<file path="src/rtl/spiral_pattern_engine.sv">
// Polar-coordinate colour engine for the VGA spiral demo: multi-arm spiral/ring/ray patterns
// with frame-synchronous config shadowing. Define SPIRAL_CLIP_EN to confine the pattern to the inner radii.
module spiral_pattern_engine #(
    parameter int ANGLE_W = 4,
    parameter int RAD_W   = 5,
    parameter int PHASE_W = 8,
    parameter int LAT     = 2
) (
    input  logic               clk,
    input  logic               reset,
    input  logic               hsync_in,
    input  logic               vsync_in,
    input  logic               display_on_in,
    input  logic [ANGLE_W-1:0] angle,
    input  logic [RAD_W-1:0]   radius,
    input  logic [2:0]         speed,
    input  logic               dir,
    input  logic [1:0]         arms,
    input  logic [1:0]         mode,
    input  logic [5:0]         fg_rgb,
    input  logic [5:0]         bg_rgb,
    output logic [1:0]         r,
    output logic [1:0]         g,
    output logic [1:0]         b,
    output logic               hsync_out,
    output logic               vsync_out,
    output logic [7:0]         frame_cnt
);

    typedef enum logic [1:0] {
        MODE_SPIRAL = 2'd0,
        MODE_RINGS  = 2'd1,
        MODE_RAYS   = 2'd2,
        MODE_XOR    = 2'd3
    } mode_t;

`ifdef SPIRAL_CLIP_EN
    localparam bit CLIP_EN = 1'b1;
`else
    localparam bit CLIP_EN = 1'b0;
`endif

    logic               vs_q_reg;
    logic               frame_tick;
    logic [PHASE_W-1:0] phase_reg;
    logic [2:0]         speed_s_reg;
    logic               dir_s_reg;
    logic [1:0]         arms_s_reg;
    logic [1:0]         mode_s_reg;
    logic [5:0]         fg_s_reg;
    logic [5:0]         bg_s_reg;
    logic [7:0]         frame_cnt_reg;

    // Animation is clocked by clk; vsync only provides a one-cycle enable on its falling edge.
    assign frame_tick = vs_q_reg & ~vsync_in;

    always_ff @(posedge clk or posedge reset) begin
        if (reset) begin
            vs_q_reg      <= 1'b1;
            phase_reg     <= '0;
            speed_s_reg   <= '0;
            dir_s_reg     <= 1'b0;
            arms_s_reg    <= '0;
            mode_s_reg    <= '0;
            fg_s_reg      <= '0;
            bg_s_reg      <= '0;
            frame_cnt_reg <= '0;
        end else begin
            vs_q_reg <= vsync_in;
            if (frame_tick) begin
                // Phase moves with the shadow captured at the previous tick.
                phase_reg     <= dir_s_reg ? phase_reg - PHASE_W'(speed_s_reg)
                                           : phase_reg + PHASE_W'(speed_s_reg);
                speed_s_reg   <= speed;
                dir_s_reg     <= dir;
                arms_s_reg    <= arms;
                mode_s_reg    <= mode;
                fg_s_reg      <= fg_rgb;
                bg_s_reg      <= bg_rgb;
                frame_cnt_reg <= frame_cnt_reg + 8'd1;
            end
        end
    end

    logic dl_hs;
    logic dl_vs;
    logic dl_on;

    generate
        if (LAT == 0) begin : g_no_delay
            assign dl_hs = hsync_in;
            assign dl_vs = vsync_in;
            assign dl_on = display_on_in;
        end else begin : g_delay
            // Each stage packs {hsync, vsync, display_on}.
            logic [2:0] stage_reg [LAT];
            always_ff @(posedge clk or posedge reset) begin
                if (reset) begin
                    for (int i = 0; i < LAT; i++) stage_reg[i] <= 3'b110;
                end else begin
                    stage_reg[0] <= {hsync_in, vsync_in, display_on_in};
                    for (int i = 1; i < LAT; i++) stage_reg[i] <= stage_reg[i-1];
                end
            end
            assign {dl_hs, dl_vs, dl_on} = stage_reg[LAT-1];
        end
    endgenerate

    logic [ANGLE_W-1:0] phase_off;
    logic [ANGLE_W-1:0] sa;
    logic [ANGLE_W-1:0] adj;
    logic [ANGLE_W-1:0] rl;
    logic [ANGLE_W-1:0] ring_sum;
    logic               hit_spiral;
    logic               hit_rings;
    logic               hit_rays;
    logic               clip;
    logic               hit;

    assign phase_off  = phase_reg[PHASE_W-1 -: ANGLE_W];
    assign sa         = angle << arms_s_reg;
    assign adj        = sa + phase_off;
    assign rl         = radius[ANGLE_W-1:0];
    assign ring_sum   = rl + phase_off;
    assign hit_spiral = (rl == adj);
    assign hit_rings  = ring_sum[ANGLE_W-1];
    assign hit_rays   = adj[ANGLE_W-1];

    generate
        if (RAD_W > ANGLE_W) begin : g_clip
            assign clip = CLIP_EN & (|radius[RAD_W-1:ANGLE_W]);
        end else begin : g_no_clip
            assign clip = 1'b0;
        end
    endgenerate

    always_comb begin
        hit = 1'b0;
        case (mode_t'(mode_s_reg))
            MODE_SPIRAL: hit = hit_spiral;
            MODE_RINGS:  hit = hit_rings;
            MODE_RAYS:   hit = hit_rays;
            MODE_XOR:    hit = hit_spiral ^ hit_rays;
            default:     hit = 1'b0;
        endcase
        if (clip) hit = 1'b0;
    end

    // Packed as {B, G, R}, matching the fg/bg colour fields.
    logic [5:0] rgb_next;
    logic [5:0] rgb_reg;
    logic       hs_out_reg;
    logic       vs_out_reg;

    genvar gi;
    generate
        for (gi = 0; gi < 3; gi++) begin : g_chan
            assign rgb_next[2*gi +: 2] = !dl_on ? 2'b00
                                       : (hit ? fg_s_reg[2*gi +: 2] : bg_s_reg[2*gi +: 2]);
        end
    endgenerate

    always_ff @(posedge clk or posedge reset) begin
        if (reset) begin
            rgb_reg    <= '0;
            hs_out_reg <= 1'b1;
            vs_out_reg <= 1'b1;
        end else begin
            rgb_reg    <= rgb_next;
            hs_out_reg <= dl_hs;
            vs_out_reg <= dl_vs;
        end
    end

    assign r         = rgb_reg[1:0];
    assign g         = rgb_reg[3:2];
    assign b         = rgb_reg[5:4];
    assign hsync_out = hs_out_reg;
    assign vsync_out = vs_out_reg;
    assign frame_cnt = frame_cnt_reg;

endmodule

</file>
<file path="config.mk">
export PLATFORM = sky130hd
export DESIGN_NAME = spiral_pattern_engine
export DESIGN_NICKNAME = d
export VERILOG_FILES = /design/src/rtl/spiral_pattern_engine.sv
export SDC_FILE = /design/constraint.sdc
export NUM_CORES = 1
export LEC_CHECK = 0
export ABC_CLOCK_PERIOD_IN_PS = 5250
export CAP_MARGIN = 20
export CORE_ASPECT_RATIO = 1.5
export CORE_MARGIN = 2
export CORE_UTILIZATION = 35
export CTS_CLUSTER_SIZE = 8
export DETAILED_ROUTE_END_ITERATION = 8
export PLACE_DENSITY = 0.58
export SYNTH_ARGS = -nofsm -noshare
export SYNTH_HDL_FRONTEND = slang
export SYNTH_SLANG_ARGS = --single-unit
export TNS_END_PERCENT = 100
</file>
<file path="constraint.sdc">
create_clock -name clk -period 5.25 [get_ports clk]
set_input_delay 1.575 -clock clk [delete_from_list [all_inputs] [get_ports clk]]
set_output_delay 1.575 -clock clk [all_outputs]
set_load 0.03 [all_outputs]
</file>
==> results.yml <==
hold_path:
  hold_path.class: "reg -> reg"
  min_from: "dl_vs$_DFF_PP1_"
  holdPathEnd: "vsync_out$_DFF_PP1_"
  hold_depth: 0
cts:
  cts_hold_buf: 0
  cts_tree: "yes"
  clockBufferDepth: 2
  ctsResizeCount: 0
  post-cts-setup-buffers: 0
  clk_latency_ns: 0.30
  clockRootBuffer: "clkbuf_8"
  path_clk_slew_ns: 0.09
  cts.sinks: 50
  cts_buffers: 5
  cts_htree_levels: 2
synthesis:
  synth.avg_cell_area_um2: 9.84
  synth_top_cell_area_share: 0.424
  ys_seq_area_frac: 0.485
  yosys.area.top_type: "dfrtp_1"
  syn_inst: 264
  yosys_warnings: 0
  synth_seq_cells: 50
  netlist_top_cells_area: "dfrtp_1, nand2_1, ha_1"
  synthArstFlopShare: 1.00
  synth_edf_count: 0
  ys.flop_type: "dfrtp_1"
  syn_area_um2: 2600
  synth.distinct_cells: 44
  synth.net_count: 315
die:
  row_count: 38
  io_pins: 50
  die-area_um2: 8140
  die_w_um: 74.3
  die_h_um: 110
  start_util: 0.359
  core_um2: 7230
final_layout:
  nets: 364
  drive_above_1_share: 0.105
  area_growth_syn_to_layout_pct: 27.0
  instances_no_fill: 414
  diodes: 0
  utilization: 0.456
route:
  wl_per_cell_um: 12.3
  drc_errors: 0
  drt_first_iter_violations: 73
  drt-pass1-iter-count: 3
  antenna_left: 0
  dr_total_vias: 1933
  routed_wl_um: 5110
  viasPerCell: 4.67
worst_setup_path:
  crit_family: "simple AND/OR/NAND/NOR gates"
  start_kind: "primary input"
  cp.arrival_ns: 4.42
  slowest_delay_ns: 0.49
  worstPathRequired_ns: 5.46
  r2r_setup_slack_ns: 2.34
  critPathSlowestCell: "clkdlybuf4s50_1"
  worstSetupStartpoint: "angle[0]"
  r2r-start: "arms_s_reg[0]$_DFFE_PP0P_"
  cp-end-kind: "register"
  reg2reg_to: "rgb_reg[5]$_DFF_PP0_"
  worstSetupPathType: "in -> reg"
  reg2reg_depth: 11
  path_buf_inv: 2
  cp_max_fo: 12
  path_cells: "clkdlybuf4s50_1, nor3b_1, ha_1, inv_1, fa_1, xor2_1, nand3_2, or3b_1, a21o_1, nand4_2, nand3_1, o21ai_0"
global_routing:
  antenna_found_initial: 0
  grt_max_degree: 51
  grt_pass1_vias: 1969
  grt_pass1_wl_um: 8820
  overflow: 0
  grt_usage: 0.142
pwr:
  cellLeakagePower_uw: 0.00152
  power_density_nw_per_um2: 450
  irDropWorstVdd_uv: 318
timing:
  min_period_ns: 4.21
  setup_viol: 0
  setup_tns_ns: 0
  relSlewSlack: 0.702
  fmax_ghz: 0.238
  tightest_slew_ns: 0.446
  finalMaxSlewViolations: 0
  finClkSkew_ns: 0.00714
  layout_setup_ws_ns: 1.04
  rsz0062_at_grt: "no"
  fin_crit_sh: 0.802
  hold_viol_final: 0
place:
  place_ws_ns: 0.688
  io_buffers: 48
  dp.cells: 405
  place_hpwl_um: 3690
  gp_congestion: 0.776
run_status:
  status: "finished, final reports clean"
run:
  drv_cap: 0
==> cell usage in the layout (no fill, tap or decap), drive strengths merged, types with 2 or more instances in the layout <==
cell / count
and3: 2
or2: 2
xor2: 5
fa: 2
mux2i: 5
nor3: 4
clkdlybuf4s50: 48
dfrtp: 44
xnor2: 10
nand2: 76
nor2: 6
buf: 3
o21ai: 18
inv: 15
nand3: 10
a21o: 2
nor3b: 2
dfstp: 6
nand4: 4
clkbuf: 6
nor2b: 2
or3b: 2
ha: 15
a21oi: 7
==> worst reg2reg max path, cell delays in order, from the launching register on <==
cell     delay [ns]
dfrtp_1        0.45
nor3b_1        0.26
ha_1           0.21
inv_1          0.05
fa_1           0.49
xor2_1         0.21
nand3_2        0.13
or3b_1         0.36
a21o_1         0.19
nand4_2        0.28
nand3_1        0.11
o21ai_0        0.09
==> area by class of cell <==
cell class                      instances  area [um2]
Fill cell                             737        3930
Clock inverter                          2        37.5
Clock buffer                            6        72.6
Tap cell                              100         125
Multi-Input combinational cell        190        1230
Timing Repair Buffer                   51         515
Sequential cell                        50        1260
Inverter                               15        56.3
==> kinds of logic after synthesis <==
kind of cell,Yosys count,synth area share
xor+xnor,17,0.0684
fa+ha+maj,17,0.0877
simple gates,114,0.205
buf+inv,24,0.0419
flops,50,0.485
compound gates,36,0.0886
mux,6,0.0236
==> synthesized netlist by cell type (2+ instances only) <==
cell,n
nand2_1,76
o21ai_2,4
and3_1,2
a21oi_1,6
ha_1,15
nand3_2,5
nor3b_1,2
dfrtp_1,44
xor2_1,5
mux2i_1,5
or2_2,2
inv_1,15
xnor2_1,10
or3b_1,2
a21o_1,2
nor3_1,4
nand4_1,3
clkbuf_1,7
o21ai_0,14
nor2b_1,2
dfstp_2,6
nor2_1,6
nand3_1,5
fa_1,2
==> how the worst max path moves through the flow <==
stage | endpoint | slack, ns | cells past startpoint
2_1_floorplan | rgb_reg[3]$_DFF_PP0_ | 1.53 | 11
3_3_place_gp | rgb_reg[3]$_DFF_PP0_ | 0.74 | 12
3_5_place_dp | rgb_reg[3]$_DFF_PP0_ | 0.69 | 12
4_1_cts | rgb_reg[5]$_DFF_PP0_ | 1.00 | 12
5_1_grt | rgb_reg[5]$_DFF_PP0_ | 0.75 | 12
6_report | rgb_reg[5]$_DFF_PP0_ | 1.04 | 12
==> where the power goes <==
part / switching, uW / internal (uW) / total (uW)
clock network: 126 / 142 / 268
registers: 78.6 / 473 / 552
logic: 352 / 311 / 662
==> per-layer routing <==
layer / vias to the layer above / GRT usage / wire length (um)
li1: 974 / - / -
met1: 916 / 0.164 / 2100
met2: 35 / 0.256 / 2730
met3: 8 / 0.0229 / 168
met4: 0 / 0.0599 / 121
met5: - / 0 / 0
==> stage by stage <==
step	power [uW]	hold WS [ns]	area, um2
CTS	1500	0.361	3280
finish	1480	0.360	3300
detailed placement	1230	0.345	3170
global placement	1210	0.335	3170
global route	1610	0.368	3300
floorplan	1050	0.331	2600
Power figures use the tool's default switching activity.
==> edit 1: new RTL, same settings <==
Add a define of `SPIRAL_CLIP_EN`.
--- a/src/rtl/spiral_pattern_engine.sv
+++ b/src/rtl/spiral_pattern_engine.sv
@@ -2,2 +2,4 @@
 // with frame-synchronous config shadowing. Define SPIRAL_CLIP_EN to confine the pattern to the inner radii.
+`define SPIRAL_CLIP_EN
+
 module spiral_pattern_engine #(
Formal check against the unedited RTL: not equivalent (a bounded check fails within 4 cycles, from zero or initial values and one cycle with reset high).
==> edit 1 against the unedited design <==
- hold slack worse by 0.0013 ns
- sequential cell count unchanged
- worst setup slack lost 0.0093 ns
- critical endpoint is now rgb_reg[2]
- total power is 8.0% lower
- final area fell by 2.0%
- core utilization down 0.30 points
- routed wire length fell by 1.9%
- area after synthesis fell by 1.9%
==> edit 1: results (changes against the unedited design) <==
| Metric | Value |
|---|---|
| Met3 WL post-DR | 198 µm (+18%) |
| Synth Area in Compound Gates | 0.0810 (-0.00759) |
| CP arrival | 4.45 ns (+0.03 ns) |
| GP Congestion | 0.771 (-0.55%) |
| Seq pwr | 0.000548 W (-0.7%) |
| Worst Tran Pin Value | 0.666 ns (+0.220 ns) |
| Final #Nets | 358 (-1.6%) |
| Share of cells above drive strength 1 | 0.0909 (-0.0142) |
| GRT Total Usage | 0.138 (-0.00378) |
| DP Cell Count | 379 (-6.4%) |
| Vias in the first global route | 1882 (-4.4%) |
| Main area contributors after synthesis | dfrtp_1, nand2_1, ha_1 |
| Total number of vias | 1849 (-4.3%) |
| First-pass GRT wire length | 8600 µm (-2.4%) |
| Post-synthesis cell type count | 40 (-9.1%) |
| Met2 Routed Length | 2490 µm (-8.7%) |
| 1st-iter DRT viols | 54 (-26%) |
| Xor/xnor share of the synthesized area | 0.0643 (-0.00406) |
| Multiplexer share of the synthesized area | 0.0491 (+0.0255) |
| Crit path max fanout | 6 (-6) |
| Status | completed |
| LEAKAGE | 1.52 nW (+0.42%) |
| TritonRoute pass-1 iters | 4 (+1) |
| GR met1 Demand/Resource | 0.168 (+0.00432) |
| VDD IR-drop max | 0.239 mV (-25%) |
| Syn_nets | 308 (-2.2%) |
| Commonest cells in the netlist | nand2_1, dfrtp_1, ha_1, inv_1, o21ai_0 |
| HPWL Detailed | 3700 µm (+0.44%) |
==> edit 1: cell types whose count changed in the layout (fill, tap and decap cells not counted), sizes merged, moves of 2 or more <==
cell	before	now
mux2i	5	11
nand3	10	2
o21ai	18	13
or3b	2	0
nand2	76	80
==> edit 1: final cells by class <==
class	instances	area, µm²
Inverter	15	56.3
Fill cell	719	3900
Sequential cell	50	1260
Clock buffer	6	82.6
Clock inverter	2	16.3
Multi-Input combinational cell	183	1190
Timing Repair Buffer	52	526
Tap cell	80	100
==> edit 1: final timing paths <==
| path | from | cells past startpoint | to | slack [ns] |
|---|---|---|---|---|
| setup / recovery | angle[0] | 11 | rgb_reg[2] | 1.03 |
| hold / removal | g_delay.stage_reg[3] | 0 | dl_on | 0.36 |
| setup reg to reg | arms_s_reg[0] | 10 | rgb_reg[2] | 2.30 |
| hold reg to reg | g_delay.stage_reg[3] | 0 | dl_on | 0.36 |
| max in group asynchronous | reset | 3 | vsync_out | 3.25 |
| min in group asynchronous | reset | 2 | dl_on | 1.48 |
==> edit 2: new RTL, same flow settings <==
Made on the original files. Take the reset off `rgb_reg` and load it in a clocked block of its own.
--- a/src/rtl/spiral_pattern_engine.sv
+++ b/src/rtl/spiral_pattern_engine.sv
@@ -164,3 +164,2 @@
         if (reset) begin
-            rgb_reg    <= '0;
             hs_out_reg <= 1'b1;
@@ -168,3 +167,2 @@
         end else begin
-            rgb_reg    <= rgb_next;
             hs_out_reg <= dl_hs;
@@ -172,2 +170,6 @@
         end
+    end
+
+    always_ff @(posedge clk) begin
+        rgb_reg <= rgb_next;
     end
Function: differs if reset is asserted again (counterexample within 4 cycles, from zero or initial values and one cycle with reset high); with reset held inactive, the same outputs for 10 cycles.
==> edit 2 against the unedited design <==
- largest power group unchanged
- sequential cell count is the same
- register-to-register slack better by 0.02 ns
- critical path type unchanged
- total power fell by 4.0%
- first-iteration DRC count fell by 29%
- final area is 5.0% lower
- worst setup slack improved by 0.057 ns
- area after synthesis is 4.1% lower
- routed wire length down 7.7%
- clock skew up 0.0030 ns
==> edit 2: results (changes against the unedited design) <==
| Metric | Value |
|---|---|
| Crit path max fanout | 6 (-6) |
| HPWL Detailed | 3410 µm (-7.4%) |
| GRT Total Usage | 0.134 (-0.00806) |
| VDD IR-drop max | 0.280 mV (-12%) |
| Commonest cells in the netlist | nand2_1, dfrtp_1, ha_1 |
| Status | completed |
| LEAKAGE | 1.48 nW (-2.2%) |
| GP Congestion | 0.799 (+3.0%) |
| Met3 Usage GRT | 0.0281 (+0.00518) |
| GR met1 Demand/Resource | 0.158 (-0.00542) |
| Multiplexer share of the synthesized area | 0.0542 (+0.0306) |
| Per-cell routed wire length | 12.3 µm (-0.74%) |
| Max-slew headroom | 0.399 (-0.303) |
| Met3 WL post-DR | 195 µm (+16%) |
| Async set-reset flop share out of synthesis | 0.880 (-0.120) |
| Post-Syn Area per Cell | 9.66 µm² (-1.9%) |
| Reg2reg setup slack | 2.36 ns (+0.02 ns) |
| Xor/xnor share of the synthesized area | 0.0658 (-0.00260) |
| CP arrival | 4.33 ns (-0.09 ns) |
| Adder-Cell Fraction of Synth Area | 0.0914 (+0.00374) |
| Post-synthesis sequential area ratio | 0.493 (+0.00863) |
| 1st-iter DRT viols | 52 (-29%) |
| First-pass GRT wire length | 8200 µm (-7.0%) |
| Met2 Routed Length | 2370 µm (-13%) |
| Critical path destination | rgb_reg[0] |
| Syn_nets | 309 (-1.9%) |
| DP Cell Count | 377 (-6.9%) |
| Area post-placement | 3040 µm² (-4.1%) |
| Met1 Wirelength | 2040 µm (-2.7%) |
| Vias in the first global route | 1858 (-5.6%) |
==> edit 2: cell count changes after synthesis, sizes merged, moves of 6 or more <==
cell,delta
dfxtp,+6
nand3,-6
nand2,+9
o21ai,-6
mux2i,+7
dfrtp,-6
==> edit 2: area by class of cell <==
| class | instances | area, µm² |
|---|---|---|
| clock buffers | 7 | 86.3 |
| clock inverters | 1 | 8.76 |
| multi-input cells | 186 | 1170 |
| inverters | 13 | 50.0 |
| well taps | 78 | 97.6 |
| fillers | 671 | 3760 |
| repair buffers | 50 | 495 |
| flip-flops and latches | 50 | 1230 |
==> edit 2: worst min path at each step <==
stage | cells past startpoint | slack, ns | start | end
6_report | 0 | 0.35 | g_delay.stage_reg[3] | dl_on
5_1_grt | 0 | 0.36 | g_delay.stage_reg[3] | dl_on
4_1_cts | 0 | 0.36 | g_delay.stage_reg[3] | dl_on
3_5_place_dp | 0 | 0.34 | g_delay.stage_reg[3] | dl_on
3_3_place_gp | 0 | 0.33 | g_delay.stage_reg[3] | dl_on
2_1_floorplan | 0 | 0.33 | g_delay.stage_reg[3] | dl_on
==> edit 2: critical path, delay by kind of cell <==
| kind | cells | cell delay (ns) |
|---|---|---|
| and+or+nand+nor | 3 | 0.67 |
| AOI/OAI and AO/OA | 2 | 0.44 |
| adders and majority gates | 2 | 0.58 |
| muxes | 1 | 0.16 |
| buffers and inverters | 2 | 0.55 |
| xor gates and xnor gates | 2 | 0.34 |
==> edit 2: report_power, final <==
group          switching, W  leakage (nW)  total (W)  internal [W]
Sequential        0.0000764         0.584   0.000550      0.000474
Combinational      0.000328         0.850   0.000637      0.000309
Clock              0.000128        0.0489   0.000237      0.000109
